`config.mk`:
```
export PLATFORM = sky130hd
export DESIGN_NAME = mem_access_stage
export DESIGN_NICKNAME = d
export VERILOG_FILES = /design/src/rtl/mem_stage_pkg.sv /design/src/rtl/mem_access_stage.sv
export SDC_FILE = /design/constraint.sdc
export NUM_CORES = 1
export LEC_CHECK = 0
export CAP_MARGIN = 0
export CORE_MARGIN = 3
export CORE_UTILIZATION = 40
export CTS_CLUSTER_DIAMETER = 30
export CTS_CLUSTER_SIZE = 25
export DETAILED_ROUTE_END_ITERATION = 8
export PLACE_DENSITY = 0.8
export SLEW_MARGIN = 25
export SYNTH_ARGS = -nofsm -noshare
export SYNTH_HDL_FRONTEND = slang
export SYNTH_SLANG_ARGS = --single-unit
```
`constraint.sdc`:
```
create_clock -name clk -period 1.7 [get_ports clk]
set_input_delay 0.255 -clock clk [delete_from_list [all_inputs] [get_ports clk]]
set_output_delay 0.255 -clock clk [all_outputs]
set_load 0.01 [all_outputs]
```
`src/rtl/mem_stage_pkg.sv`:
```
// Shared types and constants for the memory-access stage.
// FSM state encoding plus default RAM depth and register-tag width.
package mem_stage_pkg;

    typedef enum logic [1:0] {
        IDLE      = 2'd0,
        WRITE     = 2'd1,
        READ_WAIT = 2'd2,
        RESP      = 2'd3
    } state_t;

    localparam int MEM_DEPTH_DEF = 10;
    localparam int REG_TAG_W     = 5;

endpackage

```
`src/rtl/mem_access_stage.sv`:
```
// Memory-access stage: one load/store in flight, registered RAM controls.
// Optional address bounds check enabled by MEM_ACCESS_BOUNDS_CHK_EN.
module mem_access_stage
    import mem_stage_pkg::*;
#(
    parameter int DATA_W    = 32,
    parameter int ADDR_W    = 32,
    parameter int MEM_DEPTH = MEM_DEPTH_DEF,
    parameter int RD_LAT    = 1
) (
    input  logic                 clk,
    input  logic                 rst_n,
    input  logic                 req_valid,
    output logic                 req_ready,
    input  logic                 req_we,
    input  logic [ADDR_W-1:0]    req_addr,
    input  logic [DATA_W-1:0]    req_wdata,
    input  logic [REG_TAG_W-1:0] req_rd,
    output logic                 resp_valid,
    input  logic                 resp_ready,
    output logic [DATA_W-1:0]    resp_data,
    output logic [REG_TAG_W-1:0] resp_rd,
    output logic                 resp_err,
    output logic                 ram_opM,
    output logic                 ram_opR,
    output logic [ADDR_W-1:0]    ram_pos,
    output logic [DATA_W-1:0]    ram_valor,
    input  logic [DATA_W-1:0]    ram_salida
);

    localparam int CNT_W = (RD_LAT > 1) ? $clog2(RD_LAT) : 1;
    localparam logic [CNT_W-1:0] CNT_INIT = CNT_W'(RD_LAT - 1);

    state_t           state;
    logic [CNT_W-1:0] cnt;
    logic             oob;

`ifdef MEM_ACCESS_BOUNDS_CHK_EN
    logic err_q;
    assign oob      = (req_addr >= ADDR_W'(MEM_DEPTH));
    assign resp_err = err_q;
`else
    logic unused_depth;
    assign unused_depth = (MEM_DEPTH != 0);
    assign oob          = 1'b0;
    assign resp_err     = 1'b0;
`endif

    assign req_ready = (state == IDLE);

    // Async reset drops ram_opM at once since the RAM writes on the level
    always_ff @(posedge clk or negedge rst_n) begin
        if (!rst_n) begin
            state      <= IDLE;
            cnt        <= '0;
            ram_opM    <= 1'b0;
            ram_opR    <= 1'b0;
            ram_pos    <= '0;
            ram_valor  <= '0;
            resp_valid <= 1'b0;
            resp_data  <= '0;
            resp_rd    <= '0;
`ifdef MEM_ACCESS_BOUNDS_CHK_EN
            err_q      <= 1'b0;
`endif
        end else begin
            unique case (state)
                IDLE: begin
                    if (req_valid) begin
                        ram_pos   <= req_addr;
                        ram_valor <= req_wdata;
                        resp_rd   <= req_rd;
                        resp_data <= '0;
`ifdef MEM_ACCESS_BOUNDS_CHK_EN
                        err_q     <= oob;
`endif
                        if (oob) begin
                            resp_valid <= 1'b1;
                            state      <= RESP;
                        end else if (req_we) begin
                            ram_opM <= 1'b1;
                            state   <= WRITE;
                        end else begin
                            ram_opR <= 1'b1;
                            cnt     <= CNT_INIT;
                            state   <= READ_WAIT;
                        end
                    end
                end
                WRITE: begin
                    ram_opM    <= 1'b0;
                    resp_valid <= 1'b1;
                    state      <= RESP;
                end
                READ_WAIT: begin
                    if (cnt == '0) begin
                        ram_opR    <= 1'b0;
                        resp_data  <= ram_salida;
                        resp_valid <= 1'b1;
                        state      <= RESP;
                    end else begin
                        cnt <= cnt - 1'b1;
                    end
                end
                RESP: begin
                    if (resp_ready) begin
                        resp_valid <= 1'b0;
                        state      <= IDLE;
                    end
                end
                default: state <= IDLE;
            endcase
        end
    end

endmodule

```
# Word-level counts from Yosys, hierarchy flattened
# Cells that the tools add are included.
# W data, S select, Z words.
# op_classes
n_reduce_logical,10
n_eq_ne,8
muxes,22
n_addsub,1
bitwise,1
# ops
operator,n
$mux W32,2
$pmux W32 S2,1
$reduce_and A3 Y1,5
$mux W1,10
$mux W2,4
$ne A2 B2 Y1 const B,4
$pmux W2 S4,1
$pmux W1 S2,3
$eq A2 B2 Y1 const B,2
$reduce_and A4 Y1,1
$reduce_bool A2 Y1,2
$pmux W1 S3,1
$eq A2 B1 Y1 const B,1
$logic_not A2 Y1,1
$ne A2 B1 Y1 const B,1
$reduce_and A2 Y1,1
$not A1 Y1,1
$sub A1 B1 Y1 const B,1
# totals
wordCells,51
in_bits,106
out_inout_bits,106
ff_bits,107

# Longest topological paths before layout
# Gate-level depths: netlist (run 1).
# logic_depth
word_depth,3
mapped_depth,6
depth_no_buf,5

# Least setup slack after synthesis (run 1)
# Ideal clock, no wire load.
# synth_timing
path_kind,flip-flop to flip-flop
from,reg state[0]
to,reg resp_data[0]
path_slack_ns,0.082
synth_period_minus_slack_ns,1.618
stages_incl_launch_ff,6
n_path_buf,1
required_time_ns,1.576
setup_ns,0.124
arrival_time_ns,1.495
path_cell_list,dfrtp_1 > inv_1 > ha_1 > mux2i_4 > buf_2 > o21ai_1
# synth_between
elab_chain_len,3
word_cells_on_any_way,7
classes_between,eq/ne (3); mux (1); reduce/logical (3)
# synth_lines
item,line,rtl
from (decl),mem_access_stage.sv:34,state_t state;
from (signal assigned),mem_access_stage.sv:54,state <= IDLE;
from (signal assigned),mem_access_stage.sv:79,state <= RESP;
from (signal assigned),mem_access_stage.sv:82,state <= WRITE;
$logic_not A2 Y1 (*),-,
named net req_ready,mem_access_stage.sv:14,"output logic req_ready,"
$ne A2 B2 Y1 (no source line) or $reduce_bool A2 Y1 (tied branches),-,
$reduce_and A3 Y1 (no source line),-,
to (signal assigned),mem_access_stage.sv:98,resp_data <= ram_salida;
to (decl),mem_access_stage.sv:21,"output logic [DATA_W-1:0] resp_data,"
# Mark *: on every way through the listed nets, which the timed path passes. The rest lies on a longest branch.
# A chain may end at the register's enable or synchronous reset.

# Worst setup path in the final report (run 1)
# layout_timing
from,reg state[0]
to,reg state[0]
# layout_between
elab_chain_len,3
word_cells_on_any_way,9
classes_between,eq/ne (6); mux (1); reduce/logical (2)
# layout_lines
item,line,rtl
$eq A2 B2 Y1 or $logic_not A2 Y1 (tied branches),mem_access_stage.sv:67,unique case (state)
$ne A2 B2 Y1 (no source line),-,
$reduce_and A3 Y1 (no source line),-,
# Several ways; a longest one is shown, not always the timed one.

==> results of run 1 <==
[power by group through the flow]
stage	Clock [mW]	Combinational (mW)	Sequential [mW]
after global placement	0	6.21	4.43
after floorplan	0	2.29	5.03
after detailed placement	0	6.39	4.50
final	1.36	6.29	4.44
after global routing	1.50	6.76	4.61
after CTS	1.41	6.40	4.46
[placed cells by master (no fill, tap or decap), types with 4 or more instances in the layout]
cell type / netlist / final
buf_4: 1 / 13
mux2_4: 10 / 10
clkbuf_8: 0 / 10
mux2_2: 61 / 61
ha_1: 6 / 5
o21ai_0: 8 / 8
clkdlybuf4s50_1: 0 / 208
inv_1: 4 / 4
dfrtp_1: 106 / 106
o21ai_1: 28 / 28
nand2_1: 68 / 68
buf_12: 0 / 4
[sequential cells by signal, summed over array words and instances, names as in the netlist]
register    flops
ram_opR         1
resp_rd         5
resp_data      32
ram_pos        32
state           2
ram_opM         1
resp_valid      1
ram_valor      32
[cell families (layout without fill, tap and decap cells)]
| family | Yosys count | count (layout) | synth area share, % |
|---|---|---|---|
| compound gates | 41 | 41 | 5.15 |
| fa+ha+maj | 6 | 6 | 1.79 |
| buf+inv | 22 | 247 | 2.74 |
| flops | 106 | 106 | 63.1 |
| mux | 72 | 72 | 20.5 |
| other cells | 1 | 1 | 0.0892 |
| simple gates | 72 | 72 | 6.67 |
[layout make-up]
class                   count  area (µm²)
clock buffers              13         149
flip-flops and latches    106        2650
repair buffers            227        2270
fillers                   765        3280
inverters                   4        15.0
clock inverters             3        15.0
well taps                 133         166
multi-input cells         192        1440
[worst paths after layout]
path / startpoint / endpoint / slack (ps) / cells after the start
max in group asynchronous: rst_n / resp_data[26] / 780 / 3
hold / removal: rst_n / ram_pos[9] / 350 / 2
hold reg to reg: resp_data[22] / resp_data[22] / 490 / 2
setup / recovery: state[0] / state[0] / 120 / 5
min in group clk: ram_salida[10] / resp_data[10] / 430 / 3
setup reg to reg: state[0] / state[0] / 120 / 5
[per-layer routing]
metal	share of wire (%)	GRT usage (%)	wire length (µm)	up-vias
met2	50	30.7	5420	128
met4	1.8	6.94	194	0
met1	40	22.1	4300	1517
met3	7.7	4.60	822	15
met5	0	0	0	-
li1	-	-	-	1510
[timing repair]
item / 4_1_cts / 5_1_grt
setup buffers: 0 / 0
hold buffers: 1 / 0
endpoints found under the hold margin: 26 / 0
endpoints found under the setup margin: 1 / 1
resized for setup: 3 / 1
==> summary.md, run 1 <==
| Metric | Value |
|---|---|
| Placer Congestion | `0.730` |
| Worst IR Drop VDD | `829 µV` |
| First-pass GRT wire length | `16.5 mm` |
| Slowest CP cell | `dfrtp_1` |
| Placed Cells | `661` |
| Port bufs | `210` |
| CP required | `1940 ps` |
| Post-synth EDFFs | `0` |
| Clk sinks | `106` |
| Synthesized netlist cell count | `320` |
| Critical Path AT | `1820 ps` |
| Ys async rst share | `100%` |
| Initial core utilization | `42.0%` |
| Final period util | `92.9%` |
| Top-count cell post-synth | `dfrtp_1` |
| Clock skew | `8.02 ps` |
| Critical Path Source Type | `register` |
| Final Worst Setup Slack | `121 ps` |
| Clk pwr share | `11.3%` |
| Drc violations | `0` |
| Non-Filler Instances | `678` |
| Place WS | `-12.7 ps` |
| Share of cells above drive strength 1 | `19.3%` |
| Pins Over Slew Limit | `0` |
| Final net count | `652` |
| Outcome | `completed` |
| TritonCTS buffer count | `9` |
| Post-Layout Inst Area | `6720 µm²` |
| Cell internal pwr | `8.11 mW` |
| FMAX | `633 MHz` |
| TritonCTS clock tree | `built` |
| Synth-to-Final Area Change | `59.8%` |
| Final Util | `67.2%` |
| Power Total | `12.1 mW` |
| CP peak stage delay | `360 ps` |
| Routed Antenna Nets | `0` |
| Leakage | `2.88 nW` |
| NetSw | `3.99 mW` |
| RSZ-0062 raised after global routing | `no` |
| First-pass DRT Iterations | `4` |
| PwrDens | `1800 nW/µm²` |
| Flip-flop and latch count after synthesis | `106` |
| Starting DRT DRC Count | `152` |
| # IOs | `212` |
| Drt wl/cell | `15.8 µm` |
| Hold Fails Final Rpt | `0` |
| Placed Area | `6540 µm²` |
| Synth warn | `0` |
| Clock Latency Late Sink | `360 ps` |
| Commonest register cell after synthesis | `dfrtp_1` |
| Initial antenna violation count | `0` |
| Remaining Overflow, GRT | `0` |
| Worst setup path category | `register to register` |
| Worst path top cell family by delay | `flip-flops` |
| Register area share after synthesis | `63.1%` |
| Die Wd | `109 µm` |
| Share of the synthesized area in the top cell type | `63.1%` |
| Max-cap violations | `0` |
| Vias in the first global route | `3248` |
| Flop pwr share | `36.7%` |
| Syn Area/Cell | `13.1 µm²` |
| Worst-path clk slew | `90 ps` |
| Netlist cell types | `22` |
| Die Area | `11800 µm²` |
| Ant. Diodes | `0` |
| Final setup violation count | `0` |
| Worst hold path type | `input port to asynchronous set/reset pin` |
| Hold WS | `350 ps` |
| Largest net degree at the start of global routing | `65` |
| Worst Path Buf+Inv | `1` |
| CP endpoint kind | `register` |
| Top post-synthesis cells by area | `dfrtp_1 63%, mux2_2 16%, nand2_1 6.1%, mux2_4 3.6%, o21ai_1 3.3%` |
| Post-detail-place hpwl | `8.27 mm` |
| Combinational power share | `52.0%` |
| Fin crit period | `1580 ps` |
| Mapped Nets | `432` |
| CTS Buffer Depth | `2` |
| Via count | `3170` |
| Fin Setup TNS | `0 ps` |
| CP Cell Sequence | `inv_1, ha_1, nor2b_1, a21oi_1, mux2_2` |
| Drt total wl | `10.7 mm` |
| CTS root buf | `clkbuf_8` |
| CP max FO | `5` |
| Chip Height | `109 µm` |
| Top cells by count, synth | `106 x dfrtp_1, 68 x nand2_1, 61 x mux2_2` |
| Vias per Instance | `4.68` |
| Core outline area | `10000 µm²` |
| Synth area leader | `dfrtp_1` |
| Total GRT Usage | `18.1%` |
| Synth Cell Area | `4200 µm²` |
| Row cnt | `36` |
| Switching share of power | `33.0%` |
| H-tree depth | `3` |
Power figures use the tool's default switching activity.
==> run 2: changes to the inputs <==
--- a/config.mk
+++ b/config.mk
@@ -17,2 +17,3 @@
 export SYNTH_HDL_FRONTEND = slang
 export SYNTH_SLANG_ARGS = --single-unit
+export TNS_END_PERCENT = 20
==> constraint.sdc (replaced) <==
create_clock -name clk -period 1.7 [get_ports clk]
set_input_delay 0.17 -clock clk [delete_from_list [all_inputs] [get_ports clk]]
set_output_delay 0.17 -clock clk [all_outputs]
set_load 0.01 [all_outputs]
==> summary.md, run 2 (synthesis results as in run 1) <==
| Metric | Value |
|---|---|
| Critical Path Source Type | `register` |
| TritonCTS clock tree | `built` |
| Worst r2r dst | `ram_valor[0]` |
| Port bufs | `210` |
| Postcts setup bufs | `0` |
| Fin crit period | `1570 ps` |
| Core outline area | `10000 µm²` |
| R2r startpoint | `state[0]` |
| Leakage | `2.89 nW` |
| Final Worst Setup Slack | `128 ps` |
| Placed Cells | `656` |
| Final net count | `649` |
| Critical Path AT | `1820 ps` |
| Vias per Instance | `4.70` |
| Routed Antenna Nets | `0` |
| CTS root buf | `clkbuf_8` |
| Worst-path clk slew | `90 ps` |
| FMAX | `636 MHz` |
| Place WS | `40.3 ps` |
| Remaining Overflow, GRT | `0` |
| Worst IR Drop VDD | `866 µV` |
| Largest regs | `ram_pos (32), ram_valor (32), resp_data (32)` |
| Total GRT Usage | `17.7%` |
| Clk sinks | `106` |
| Clock skew | `5.33 ps` |
| Ant. Diodes | `0` |
| TritonCTS buffer count | `9` |
| Die Wd | `109 µm` |
| Non-Filler Instances | `675` |
| Clock Latency Late Sink | `360 ps` |
| Fin Setup TNS | `0 ps` |
| Placer Congestion | `0.771` |
| R2R setup slack | `130 ps` |
| Power Total | `12.4 mW` |
| Synth-to-Final Area Change | `61.2%` |
| Share of cells above drive strength 1 | `19.4%` |
| Worst R2R Path Depth | `5` |
| Via count | `3173` |
| CTS Buffer Depth | `2` |
| Vias in the first global route | `3317` |
| Max-cap violations | `0` |
| PwrDens | `1830 nW/µm²` |
| RSZ-0062 raised after global routing | `no` |
| Hold WS | `208 ps` |
| Worst hold path type | `input port to asynchronous set/reset pin` |
| Worst setup path category | `register to register` |
| Starting DRT DRC Count | `122` |
| Outcome | `completed` |
| Row cnt | `36` |
| Initial antenna violation count | `0` |
| # IOs | `212` |
| Drt wl/cell | `15.8 µm` |
| Die Area | `11800 µm²` |
| CP required | `1950 ps` |
| Hold Fails Final Rpt | `0` |
| Drc violations | `0` |
| Drt total wl | `10.7 mm` |
| Final setup violation count | `0` |
| H-tree depth | `3` |
| First-pass DRT Iterations | `4` |
| Pins Over Slew Limit | `0` |
| CP max FO | `14` |
| Final Util | `67.8%` |
| Placed Area | `6510 µm²` |
| Most common cell after layout, fill and taps aside | `clkdlybuf4s50_1` |
| Final period util | `92.5%` |
| Initial core utilization | `42.0%` |
| Post-Layout Inst Area | `6780 µm²` |
| CP endpoint kind | `register` |
| Commonest non-fill, non-tap cells in the layout | `208 x clkdlybuf4s50_1, 106 x dfrtp_1, 68 x nand2_1` |
| Chip Height | `109 µm` |
| Post-detail-place hpwl | `7.98 mm` |
| Largest net degree at the start of global routing | `96` |
| First-pass GRT wire length | `16.1 mm` |
-- run 2: cell types whose count changed in the layout (fill, tap and decap cells not counted), sizes merged --
cell,delta
buf,-5
bufinv,+1
clkinv,-2
clkbuf,+3
-- run 2: metal layers --
metal | wire length [µm] | up-vias | global-route usage [%]
met2 | 5480 | 121 | 30.7
met3 | 1010 | 11 | 7.28
met5 | 0 | - | 0
li1 | - | 1505 | -
met4 | 135 | 0 | 5.23
met1 | 4060 | 1536 | 19.9
-- run 2: worst max-delay path by stage --
stage / start / to / slack (ps)
2_1_floorplan: state[0] / resp_data[0] / 80
3_3_place_gp: state[0] / state[0] / 100
3_5_place_dp: state[0] / state[0] / 40
4_1_cts: state[0] / state[0] / 20
5_1_grt: state[0] / resp_rd[3] / 30
6_report: state[0] / ram_valor[0] / 130
-- run 2: report_power, final --
group	leakage (nW)	total, mW	internal (mW)	switching, mW
logic	1.49	6.39	3.82	2.56
clock network	0.101	1.56	0.763	0.801
registers	1.30	4.42	3.78	0.645
total	2.89	12.4	8.36	4.01
-- run 2: repair_timing --
item                                   4_1_cts  5_1_grt
gates resized for setup                      3        6
pin swaps                                    0        1
setup endpoints to repair                    1       82
cloned                                       0        2
hold buffers                                 1        0
endpoints found under the hold margin       11        0
-- run 2: cell type report --
class,count,area [µm²]
Clock buffer,14,163
Clock inverter,2,35.0
Timing Repair Buffer,224,2290
Multi-Input combinational cell,192,1450
Sequential cell,106,2650
Tap cell,133,166
Fill cell,751,3220
Inverter,4,15.0
-- run 2: critical path, cell delays in order (launching register included) --
cell and delay [ps]:
dfrtp_1 420, inv_2 80, ha_2 220, nand2_4 170
clkbuf_16 220, mux2_2 340
==> run 3: changes to the inputs <==
Settings changed: PLACE_DENSITY 0.8 to default, PLACE_DENSITY_LB_ADDON from default to 0.08.
==> summary.md, run 3 (synthesis results as in run 1) <==
| Metric | Value |
|---|---|
| Flop pwr share | `35.6%` |
| Drc violations | `0` |
| Drt wl/cell | `16.3 µm` |
| Outcome | `completed` |
| Row cnt | `36` |
| CTS root buf | `clkbuf_8` |
| Fin crit period | `1590 ps` |
| Worst R2R Path Depth | `5` |
| Fin Setup TNS | `0 ps` |
| Final Util | `67.7%` |
| First-pass GRT wire length | `17.4 mm` |
| Vias per Instance | `4.71` |
| Ant. Diodes | `0` |
| Critical path depth | `4` |
| CTS Buffer Depth | `2` |
| Fill count | `790` |
| Die Wd | `109 µm` |
| Pins Over Slew Limit | `0` |
| Hold Fails Final Rpt | `0` |
| Initial antenna violation count | `0` |
| Worst-path clk slew | `100 ps` |
| Starting DRT DRC Count | `116` |
| Largest net degree at the start of global routing | `45` |
| Worst r2r dst | `ram_valor[28]` |
| Cell internal pwr | `8.33 mW` |
| First-pass DRT Iterations | `4` |
| Clk pwr share | `12.8%` |
| Core outline area | `10000 µm²` |
| Critical Path Source Type | `register` |
| CP peak stage delay | `410 ps` |
| H-tree depth | `3` |
| Post-detail-place hpwl | `8.51 mm` |
| R2R setup slack | `150 ps` |
| Initial core utilization | `42.0%` |
| Worst Path Buf+Inv | `3` |
| Remaining Overflow, GRT | `0` |
| Most common cell after layout, fill and taps aside | `clkdlybuf4s50_1` |
| Clock Latency Late Sink | `350 ps` |
| Routed Antenna Nets | `0` |
| R2r startpoint | `state[0]` |
| Final period util | `93.3%` |
| Worst setup path category | `register to output port` |
| Commonest non-fill, non-tap cells in the layout | `208 x clkdlybuf4s50_1, 106 x dfrtp_1, 68 x nand2_1` |
| PwrDens | `1820 nW/µm²` |
| Critical Path AT | `1420 ps` |
| Multi-input logic area | `1450 µm²` |
| Chip Height | `109 µm` |
| Vias in the first global route | `3306` |
| TritonCTS buffer count | `9` |
| TritonCTS clock tree | `built` |
| CP max FO | `6` |
| Hold WS | `269 ps` |
| Clk sinks | `106` |
| Max-cap violations | `0` |
| Synth-to-Final Area Change | `61.1%` |
| Drt total wl | `11.1 mm` |
| Slowest CP cell | `dfrtp_1` |
| Die Area | `11800 µm²` |
| Share of cells above drive strength 1 | `20.1%` |
| Leakage | `2.90 nW` |
| # IOs | `212` |
| NetSw | `4.02 mW` |
| Worst hold path type | `input port to asynchronous set/reset pin` |
| Switching share of power | `32.6%` |
| RSZ-0062 raised after global routing | `no` |
| CP Cell Sequence | `inv_2, ha_4, buf_4, dlygate4sd2_1` |
| Combinational power share | `51.6%` |
| Register Area | `2650 µm²` |
| Final net count | `653` |
| Worst path top cell family by delay | `buffers and inverters` |
| FMAX | `631 MHz` |
| Largest regs | `ram_pos (32), ram_valor (32), resp_data (32)` |
| Clock skew | `5.69 ps` |
| Port bufs | `210` |
| Placer Congestion | `0.753` |
| Final setup violation count | `0` |
| CP required | `1530 ps` |
| CP endpoint kind | `output port` |
| Via count | `3198` |
| Total GRT Usage | `18.9%` |
| Worst IR Drop VDD | `887 µV` |
## run 3: cell count changes in the layout (fill, tap and decap cells not counted), moves of 2 or more
| cell | previous run | this run |
|---|---|---|
| clkbuf_16 | 2 | 0 |
| clkbuf_1 | 3 | 0 |
| clkinv_2 | 1 | 3 |
| buf_4 | 7 | 14 |
| ha_2 | 2 | 0 |
## run 3: layout make-up
cell class	count	share of cell area, %
Sequential cell	106	39.2
Timing Repair Buffer	228	33.8
Multi-Input combinational cell	192	21.4
Tap cell	133	2.46
Clock buffer	11	2.24
Clock inverter	5	0.776
Inverter	4	0.222
## run 3: power by group through the flow
| stage | combinational [mW] | sequential (mW) | clock [mW] |
|---|---|---|---|
| after floorplan | 2.29 | 5.03 | 0 |
| after global placement | 6.29 | 4.41 | 0 |
| after detailed placement | 6.41 | 4.47 | 0 |
| after CTS | 6.48 | 4.42 | 1.64 |
| after global routing | 6.88 | 4.57 | 1.74 |
| final | 6.37 | 4.40 | 1.58 |
## run 3: stage by stage
step           worst slack, ps  instance area (µm²)  cells  power (mW)
5_1_grt                   16.2                 6770    679        13.2
2_1_floorplan             82.0                 4200    320        7.31
6_report                   114                 6770    679        12.4
3_3_place_gp               106                 6540    661        10.7
3_5_place_dp              89.2                 6540    661        10.9
4_1_cts                   97.4                 6770    679        12.5
## run 3: metal layers
metal / routed length [µm] / share of wire [%] / vias to the layer above / track usage (%)
li1: - / - / 1518 / -
met4: 171 / 1.5 / 0 / 6.76
met1: 4350 / 39 / 1546 / 22.9
met3: 882 / 8.0 / 14 / 5.19
met2: 5660 / 51 / 120 / 32.4
met5: 0 / 0 / - / 0
## run 3: worst max-delay path by stage
stage,from,end,slack (ps)
after floorplan,state[0],resp_data[0],80
after global placement,state[0],req_ready,110
after detailed placement,state[0],ram_valor[28],90
after CTS,state[0],req_ready,100
after global routing,state[0],resp_data[30],20
final,state[0],req_ready,110
## run 3: what timing repair did
item,CTS,global route
setup buffers,1,0
hold buffers,1,0
hold endpoints to repair,23,0
endpoints found under the setup margin,1,0
resized for setup,5,0
